## config.mk

```make
export PLATFORM = sky130hd
export DESIGN_NAME = wb_arbiter_rr2
export DESIGN_NICKNAME = d
export VERILOG_FILES = /design/src/rtl/wb_arbiter_rr2.sv
export SDC_FILE = /design/constraint.sdc
export NUM_CORES = 1
export LEC_CHECK = 0
export CORE_AREA = 2 2 126 128
export CTS_CLUSTER_DIAMETER = 60
export CTS_CLUSTER_SIZE = 12
export DETAILED_ROUTE_END_ITERATION = 10
export DIE_AREA = 0 0 128 130
export HOLD_SLACK_MARGIN = 0.05
export PLACE_DENSITY = 0.66
export SETUP_SLACK_MARGIN = 0.5
export SLEW_MARGIN = 20
export SYNTH_ARGS = -nofsm -noshare
export SYNTH_HDL_FRONTEND = slang
export SYNTH_SLANG_ARGS = --single-unit
```

## constraint.sdc

```tcl
create_clock -name wb_clk_i -period 3.15 [get_ports wb_clk_i]
set_input_delay 0.63 -clock wb_clk_i [delete_from_list [all_inputs] [get_ports wb_clk_i]]
set_output_delay 0.63 -clock wb_clk_i [all_outputs]
set_load 0.03 [all_outputs]
```

## src/rtl/wb_arbiter_rr2.sv

```systemverilog
// wb_arbiter_rr2 -- two-master, one-slave Wishbone B3 arbiter.
//
// Round-robin arbitration. The grant is held for as long as the owner keeps
// cyc high, so a burst is never split. A stall watchdog ends a transfer that
// the slave never acks by raising err toward the owner for one cycle.
//
// Ports:
//   wb_clk_i, wb_rst_i         clock, synchronous active-high reset
//   mN_*_i (N=0,1)             master request side (adr/dat/sel/we/cyc/stb/cti)
//   mN_dat_o/ack_o/err_o       master response side (ack/err to owner only)
//   s_*_o                      slave request side, muxed from the owner
//   s_dat_i/ack_i/err_i        slave response side
module wb_arbiter_rr2 #(
  parameter int AW      = 32,
  parameter int DW      = 32,
  parameter int TIMEOUT = 255
) (
  input  logic            wb_clk_i,
  input  logic            wb_rst_i,
  input  logic [AW-1:0]   m0_adr_i,
  input  logic [DW-1:0]   m0_dat_i,
  input  logic [DW/8-1:0] m0_sel_i,
  input  logic            m0_we_i,
  input  logic            m0_cyc_i,
  input  logic            m0_stb_i,
  input  logic [2:0]      m0_cti_i,
  output logic [DW-1:0]   m0_dat_o,
  output logic            m0_ack_o,
  output logic            m0_err_o,
  input  logic [AW-1:0]   m1_adr_i,
  input  logic [DW-1:0]   m1_dat_i,
  input  logic [DW/8-1:0] m1_sel_i,
  input  logic            m1_we_i,
  input  logic            m1_cyc_i,
  input  logic            m1_stb_i,
  input  logic [2:0]      m1_cti_i,
  output logic [DW-1:0]   m1_dat_o,
  output logic            m1_ack_o,
  output logic            m1_err_o,
  output logic [AW-1:0]   s_adr_o,
  output logic [DW-1:0]   s_dat_o,
  output logic [DW/8-1:0] s_sel_o,
  output logic            s_we_o,
  output logic [2:0]      s_cti_o,
  output logic            s_cyc_o,
  output logic            s_stb_o,
  input  logic [DW-1:0]   s_dat_i,
  input  logic            s_ack_i,
  input  logic            s_err_i
);

  // Counter is at least 8 bits and grows only when TIMEOUT needs it.
  localparam int CW = (TIMEOUT < 256) ? 8 : $clog2(TIMEOUT + 1);

  localparam logic [1:0] IDLE = 2'd0;
  localparam logic [1:0] OWN0 = 2'd1;
  localparam logic [1:0] OWN1 = 2'd2;

  logic [1:0]    r_grant, w_grant_nxt;
  logic          r_last,  w_last_nxt;
  logic [CW-1:0] r_wd_cnt;
  logic          w_own0, w_own1, w_own_cyc, w_own_stb, w_wd_err;

  assign w_own0    = (r_grant == OWN0);
  assign w_own1    = (r_grant == OWN1);
  assign w_own_cyc = (w_own0 & m0_cyc_i) | (w_own1 & m1_cyc_i);
  assign w_own_stb = (w_own0 & m0_stb_i) | (w_own1 & m1_stb_i);

  // A same-cycle ack beats the timeout.
  assign w_wd_err = (TIMEOUT != 0) && (w_own0 || w_own1) &&
                    (r_wd_cnt == CW'(TIMEOUT)) && !s_ack_i;

  // Next owner. From an OWN state a release hands straight to a waiting
  // master, so there is no idle bubble between back-to-back owners.
  always_comb begin
    w_grant_nxt = r_grant;
    w_last_nxt  = r_last;
    case (r_grant)
      IDLE: begin
        if (m0_cyc_i && m1_cyc_i) w_grant_nxt = r_last ? OWN0 : OWN1;
        else if (m0_cyc_i)        w_grant_nxt = OWN0;
        else if (m1_cyc_i)        w_grant_nxt = OWN1;
      end
      OWN0: begin
        if (!m0_cyc_i) w_grant_nxt = m1_cyc_i ? OWN1 : IDLE;
      end
      OWN1: begin
        if (!m1_cyc_i) w_grant_nxt = m0_cyc_i ? OWN0 : IDLE;
      end
      default: w_grant_nxt = IDLE;
    endcase
    if (w_grant_nxt == OWN0 && r_grant != OWN0) w_last_nxt = 1'b0;
    if (w_grant_nxt == OWN1 && r_grant != OWN1) w_last_nxt = 1'b1;
  end

  always_ff @(posedge wb_clk_i) begin
    if (wb_rst_i) begin
      r_grant  <= IDLE;
      r_last   <= 1'b1;
      r_wd_cnt <= '0;
    end else begin
      r_grant <= w_grant_nxt;
      r_last  <= w_last_nxt;
      if (TIMEOUT == 0 || w_grant_nxt != r_grant || s_ack_i || s_err_i || w_wd_err)
        r_wd_cnt <= '0;
      else if (w_own_cyc && w_own_stb)
        r_wd_cnt <= r_wd_cnt + CW'(1);
    end
  end

  // Slave side follows the registered grant only: no combinational path
  // from a master's cyc to s_cyc_o while idle.
  always_comb begin
    s_adr_o = '0;
    s_dat_o = '0;
    s_sel_o = '0;
    s_we_o  = 1'b0;
    s_cti_o = 3'b000;
    s_cyc_o = 1'b0;
    s_stb_o = 1'b0;
    case (r_grant)
      OWN0: begin
        s_adr_o = m0_adr_i;
        s_dat_o = m0_dat_i;
        s_sel_o = m0_sel_i;
        s_we_o  = m0_we_i;
        s_cti_o = m0_cti_i;
        s_cyc_o = m0_cyc_i;
        s_stb_o = m0_stb_i & ~w_wd_err;
      end
      OWN1: begin
        s_adr_o = m1_adr_i;
        s_dat_o = m1_dat_i;
        s_sel_o = m1_sel_i;
        s_we_o  = m1_we_i;
        s_cti_o = m1_cti_i;
        s_cyc_o = m1_cyc_i;
        s_stb_o = m1_stb_i & ~w_wd_err;
      end
      default: ;
    endcase
  end

  assign m0_dat_o = s_dat_i;
  assign m1_dat_o = s_dat_i;
  assign m0_ack_o = s_ack_i & w_own0;
  assign m1_ack_o = s_ack_i & w_own1;
  assign m0_err_o = (s_err_i | w_wd_err) & w_own0;
  assign m1_err_o = (s_err_i | w_wd_err) & w_own1;

endmodule

```

# Word level (Yosys, flattened, before mapping)
# Index checks and enable logic that the tools add are counted.
# totals
register_bits	11
inputBits	184
out_inout_bits	142
elab_cells	56
# op_classes
mux	16
addsub	1
bitwise_logic	14
n_eq_ne	8
n_reduce_logical	14
# op_table
operator	n
$pmux W32 S2	2
$mux W2	7
$and A1 B1 Y1	10
$add A8 B1 Y8 const B	1
$eq A8 B8 Y1 const B	1
$pmux W4 S2	1
$logic_and A1 B1 Y1	6
$pmux W1 S2	3
$pmux W2 S3	1
$pmux W3 S2	1
$eq A2 B1 Y1 const B	2
$eq A2 B2 Y1 const B	2
$logic_or A1 B1 Y1	4
$reduce_or A2 Y1	2
$or A1 B1 Y1	3
$logic_not A2 Y1	1
$ne A2 B1 Y1 const B	1
$ne A2 B2 Y1	1
$ne A2 B2 Y1 const B	1
$logic_not A1 Y1	1
$mux W1	1
$not A1 Y1	1

# Logic depth before layout (Yosys ltp)
# Gate-level depths: netlist of the first run.
# depth
ltp_word	9
ltp_mapped	8
mapped_depth_nobuf	7

# Least setup slack after synthesis of the first run
# Ideal clock, no wire load.
# synth_path
path_kind	reg-to-output
start	register r_grant[0]
end	output port s_stb_o
stages_incl_launch_ff	8
slack_ps	333
t_arrival_ps	2187
path_cell_list	dfxtp_1 inv_1 ha_1 buf_4 clkbuf_1 buf_1 mux2i_1 nor3b_1
# synth_via
elab_chain_cells	7
# synth_rtl
element	line_no	rtl
from (decl)	59	logic [1:0] r_grant, w_grant_nxt;
from (signal assigned)	102	r_grant <= w_grant_nxt;
$eq A2 B1 Y1 or $eq A2 B2 Y1 (tied branches)	64, 121, 65	
$logic_or A1 B1 Y1	70	assign w_wd_err = (TIMEOUT != 0) && (w_own0 || w_own1) &&
$logic_and A1 B1 Y1	70	
$logic_and A1 B1 Y1	71	(r_wd_cnt == CW'(TIMEOUT)) && !s_ack_i;
$not A1 Y1	129, 138	
$and A1 B1 Y1, on equally long branches	138, 129	
$pmux W1 S2 *	121	case (r_grant)
to (decl)	46	output logic s_stb_o,
# Mark *: on every way between the ends. The rest lies on a longest branch, timed or not.

# Worst setup path in the final report of the first run
# layout_path
start	register r_grant[0]
end	output port s_dat_o[7]
# layout_via
elab_chain_cells	2
# layout_rtl
element	line_no	rtl
$eq A2 B2 Y1 or $eq A2 B1 Y1 (tied branches)	121	
$pmux W32 S2 *	121	
to (decl)	41	output logic [DW-1:0] s_dat_o,
# Marked as above.

==> results of run 1 <==
## Yosys cell counts
master | number | area share (%)
a221oi_1 | 1 | 0.37
or3b_2 | 1 | 0.37
a21oi_1 | 2 | 0.42
or2b_1 | 1 | 0.31
nand3_1 | 4 | 0.84
o2111ai_1 | 1 | 0.37
o21bai_1 | 1 | 0.31
or4b_1 | 1 | 0.42
a211o_1 | 1 | 0.37
nand4_1 | 5 | 1.3
nor3b_1 | 1 | 0.31
nor2b_1 | 75 | 20
and2_1 | 2 | 0.52
a2111o_1 | 1 | 0.47
inv_1 | 2 | 0.31
nor2_1 | 17 | 2.7
a211oi_1 | 1 | 0.31
inv_2 | 1 | 0.16
nand2_1 | 8 | 1.3
o221a_2 | 1 | 0.47
o21ai_0 | 4 | 0.84
a22oi_1 | 73 | 23
o211ai_2 | 1 | 0.52
dfxtp_1 | 11 | 9.2
o21a_1 | 1 | 0.31
xor2_1 | 6 | 2.2
o311ai_4 | 1 | 1.1
mux2i_1 | 2 | 0.84
buf_6 | 1 | 0.47
a21boi_0 | 2 | 0.63
ha_1 | 5 | 2.6
buf_1 | 6 | 0.94
nand2b_1 | 2 | 0.52
nand3b_1 | 1 | 0.31
nor3_1 | 3 | 0.63
clkbuf_1 | 18 | 2.8
buf_4 | 67 | 21
xnor2_1 | 1 | 0.37
and3_1 | 1 | 0.26
## registers in the layout, indices dropped and copies added, names as in the netlist
signal / count
r_wd_cnt: 8
r_last: 1
r_grant: 2
## power by group through the flow
stage | Clock, uW | Sequential [uW] | Combinational, uW
2_1_floorplan | 0 | 165 | 1040
3_3_place_gp | 0 | 169 | 1550
3_5_place_dp | 0 | 169 | 1550
4_1_cts | 236 | 168 | 1500
5_1_grt | 246 | 171 | 1590
6_report | 229 | 169 | 1480
## worst max-delay path, stage by stage (launching register included)
cell and delay, ps:
dfxtp_2 390, inv_1 110, ha_2 390, buf_12 190
nor2b_1 140, dlygate4sd2_1 440
## routing by layer
metal,share of wire (%),track usage [%],vias up
met2,47,18.7,176
met5,0,0,-
li1,-,-,1412
met4,1.4,2.20,0
met1,41,14.1,1292
met3,10,3.40,24
## cell families (layout without fill, tap and decap cells)
kind of cell	count (synthesis)	count (layout)	synth area share, %
xor+xnor	7	7	2.57
mux	2	2	0.839
simple gates	122	122	29.4
buf+inv	95	245	25.8
flops	11	11	9.23
fa+ha+maj	5	5	2.62
compound gates	91	91	29.5
## per-stage QoR
stage	util (%)	setup slack (ps)	instance area, um2	std cells
after detailed placement	28.9	317	4460	670
final	29.5	600	4560	675
after floorplan	-	609	2390	333
after CTS	29.5	377	4550	674
after global routing	29.5	491	4560	675
after global placement	28.9	314	4460	670
## layout make-up
| cell class | count | share of cell area [%] |
|---|---|---|
| flip-flops and latches | 11 | 4.89 |
| inverters | 3 | 0.247 |
| well taps | 192 | 5.27 |
| repair buffers | 238 | 53.3 |
| clock buffers | 4 | 1.73 |
| multi-input cells | 227 | 34.5 |
## repair_timing
action,4_1_cts,5_1_grt
endpoints found under the hold margin,0,0
resized for setup,155,14
pin swaps,0,1
buffers inserted,0,1
endpoints found under the setup margin,75,79
## worst paths after layout
path	endpoint	slack [ps]	cells past startpoint
setup / recovery	s_dat_o[7]	600	5
hold / removal	r_wd_cnt[6]$_SDFFE_PP0P_	520	2
setup reg to reg	r_last$_SDFFE_PP1P_	810	8
hold reg to reg	r_wd_cnt[6]$_SDFFE_PP0P_	520	2
==> out/results.tsv, run 1 <==
metric	value	unit
synthCells	333	
clk_path_buf_depth	2	
syn_area_per_cell	7.16	um2
syn_nets	522	
grt_setup_unrepaired	yes	
fmax	392	MHz
outcome	finished clean	
clock_sinks	11	
clk_transition_reported_paths	40	ps
cts_buffers	3	
cts_tree	built	
port_buffers	229	
final_common_cell	clkdlybuf4s50_1	
relSlewSlack	71.2	%
min_path_type	flop to flop	
ir_drop	0.000368	V
routed_via_density	4.30	
ant_nets	0	
post-route-period-util	80.9	%
drtIter0Drc	136	
cp-end-kind	output pin	
fp.dieH	130	um
layout_min_cycle_time	2550	ps
internal_power	1010	uW
cap_violations	0	
tightest_slew	432	ps
grt_use_total	11.1	%
synth.cell_area	2380	um2
fillers	1663	
detail_route.first_pass.iterations	4	
dieWidth	128	um
combPwrFrac	78.8	%
fin_hold_ws	519	ps
cts_hold_buffers	0	
dieArea	16600	um2
power.share.clock	12.2	%
clk_latency	240	ps
r2r-start	r_grant[0]$_SDFF_PP0_	
min_from	r_wd_cnt[6]$_SDFFE_PP0P_	
n_antenna_cell	0	
core_area	15400	um2
start_util	15.5	%
grt_pass1_wl	14800	um
ios	326	
multi_input_area	1570	um2
leakage	0.00158	uW
yosys_register_bits	11	
rows	46	
drc	0	
seq_area	223	um2
hold_viol	0	
start_kind	flop	
maxSlewViolCount	0	
fin_nets	673	
wire_per_inst	15.4	um
seq_area_frac_synth	9.23	%
worstPathMaxFanout	40	
final_cell_mix	151 x clkdlybuf4s50_1, 75 x nor2b_1, 73 x a22oi_1	
grt_pass1_vias	2695	
yosysWarnings	0	
cts_htree_levels	1	
seq_power_share	9.0	%
synth_cell_types	39	
hpwl	8310	um
switching_power	869	uW
worstPathArrival	1920	ps
grt_max_degree	63	
areaGrowthSynthToFinish	91.0	%
crit_path_start	r_grant[0]$_SDFF_PP0_	
grt.overflow.total	0	
crit_type	flop to output pin	
gp_congestion	0.734	
antenna_found_initial	0	
cts-root-buf	clkbuf_16	
critPathRequiredTime	2520	ps
fin_total_pwr	1880	uW
swShare	46.3	%
finalSetupViolations	0	
route.vias.total	2904	
tns	0	ps
skew	1.60	ps
final_layout_size_suffix_gt1_share	14.9	%
p_per_area	413	nW/um2
wl	10400	um
(Power assumes the default switching activity.)
==> inputs of run 2 (changes only) <==
Settings changed: CORE_AREA 2 2 126 128 to 2 2 125 127, DIE_AREA 0 0 128 130 to 0 0 127 129, PLACE_DENSITY 0.66 to 0.68.
Clock period 3.15 ns to 2.3 ns, I/O delays scaled along.
==> run 2 against run 1 <==
Sequential power increased by 36%. Worst hold slack better by 9.9 ps. Worst setup slack worse by 460 ps. Highest routed layer unchanged. Design area grew 31%. Non-clock buffer count increased by 42. Critical path depth is 2 higher. Largest power group unchanged. Global-route usage rose by 1.5 points. Sequential share of layout area shrank 1.1 points.
==> out/results.tsv, run 2 (same netlist as run 1, synthesis figures left out) <==
metric	value	unit
ios	326	
dpl.cell_count	673	
multi_input_area	2240	um2
reg_top3	r_wd_cnt: 8 flops, r_grant: 2 flops, r_last: 1 flops	
gp_congestion	0.834	
clk_path_buf_depth	2	
drc	0	
detail_route.first_pass.iterations	4	
critPathRequiredTime	1840	ps
worstPathMaxFanout	5	
grt_setup_unrepaired	yes	
min_path_type	flop to flop	
crit_type	flop to output pin	
leakage	0.00206	uW
start_util	15.9	%
largest_reg_flops	8	
drtIter0Drc	106	
finalSetupViolations	0	
seq_area	228	um2
grt_max_degree	48	
r2r-start	r_grant[0]$_SDFF_PP0_	
ff2ff_path_depth	9	
relSlewSlack	81.4	%
final_cell_mix	149 x clkdlybuf4s50_1, 66 x nor2b_2, 66 x buf_4	
cts-root-buf	clkbuf_16	
cp-end-kind	output pin	
grt_use_total	12.6	%
final_layout_size_suffix_gt1_share	57.1	%
cap_violations	0	
core_area	15000	um2
p_per_area	638	nW/um2
skew	2.06	ps
layout_min_cycle_time	2160	ps
hpwl	8910	um
ant_nets	0	
fillers	1449	
fp.dieH	129	um
wire_per_inst	19.6	um
use_met2	21.8	%
timing.rr.end	r_last$_SDFFE_PP1P_	
dieArea	16400	um2
stdcell_count	714	
top_usage_layer	met2	
min_from	r_wd_cnt[7]$_SDFFE_PP0P_	
ir_drop	0.000315	V
reg2reg_slack	290	ps
wl	14000	um
cts_buffers	3	
start_kind	flop	
grt_pass1_wl	16600	um
cts_hold_buffers	0	
use_met3	2.99	%
holdPathEnd	r_wd_cnt[7]$_SDFFE_PP0P_	
grt.overflow.total	0	
maxSlewViolCount	0	
outcome	finished clean	
clk_transition_reported_paths	40	ps
regMostFlops	r_wd_cnt	
fin_total_pwr	3790	uW
worstPathArrival	1700	ps
post-route-period-util	93.9	%
use_met1	15.5	%
hold_viol	0	
cts_tree	built	
clk_latency	240	ps
cts_htree_levels	1	
fin_hold_ws	529	ps
fin_nets	715	
clock_sinks	11	
final_common_cell	clkdlybuf4s50_1	
hold_depth	2	
port_buffers	229	
grt_pass1_vias	3092	
rows	45	
postLayoutCoreUtil	39.7	%
route.vias.total	3286	
dieWidth	127	um
routed_via_density	4.60	
antenna_found_initial	1	
tightest_slew	279	ps
fmax	463	MHz
areaGrowthSynthToFinish	149	%
run 2: layout make-up:
cell class	instances	area share (%)
Sequential cell	11	3.83
Multi-Input combinational cell	227	37.7
Timing Repair Buffer	280	52.8
Inverter	3	0.273
Clock buffer	4	1.32
Antenna cell	1	0.0421
Tap cell	188	3.95
run 2: routing by layer:
metal,up-vias,wire length [um]
met4,0,380
met5,-,0
met1,1562,5620
met2,182,6910
li1,1507,-
met3,35,1060
run 2: repair_timing:
item	CTS	global route
gates resized for setup	46	66
cloned	1	14
setup buffers	9	12
endpoints found under the setup margin	88	87
endpoints found under the hold margin	0	0
pin swaps	9	31
run 2: where the power goes:
| group | internal [uW] | switching (uW) |
|---|---|---|
| logic | 1720 | 1520 |
| registers | 210 | 20.0 |
| clock network | 233 | 92.8 |
| total | 2160 | 1630 |
run 2: worst max-delay path, cell delays in order (launching register included):
cell,delay (ps)
dfxtp_4,340
buf_6,130
ha_4,170
buf_12,150
buf_16,140
mux2i_2,160
nor3b_4,210
buf_6,150
run 2: worst max-delay path by stage:
stage	from	end	slack [ps]	cells past startpoint
final	r_grant[1]$_SDFF_PP0_	s_stb_o	140	7
after global routing	r_grant[0]$_SDFF_PP0_	s_cyc_o	120	8
after CTS	r_grant[0]$_SDFF_PP0_	s_stb_o	150	7
after detailed placement	m1_cyc_i	r_wd_cnt[3]$_SDFFE_PP0P_	-80	7
after global placement	m1_cyc_i	r_last$_SDFFE_PP1P_	2	6
after floorplan	r_grant[0]$_SDFF_PP0_	s_stb_o	350	7
run 2: stage by stage:
step                      setup TNS (ps)  worst slack (ps)  cell area [um2]
after floorplan                        0               348             2760
after global placement                 0              1.89             4860
after detailed placement            -523             -81.5             4860
after CTS                              0               152             5240
after global routing                   0               119             5950
final                                  0               141             5950
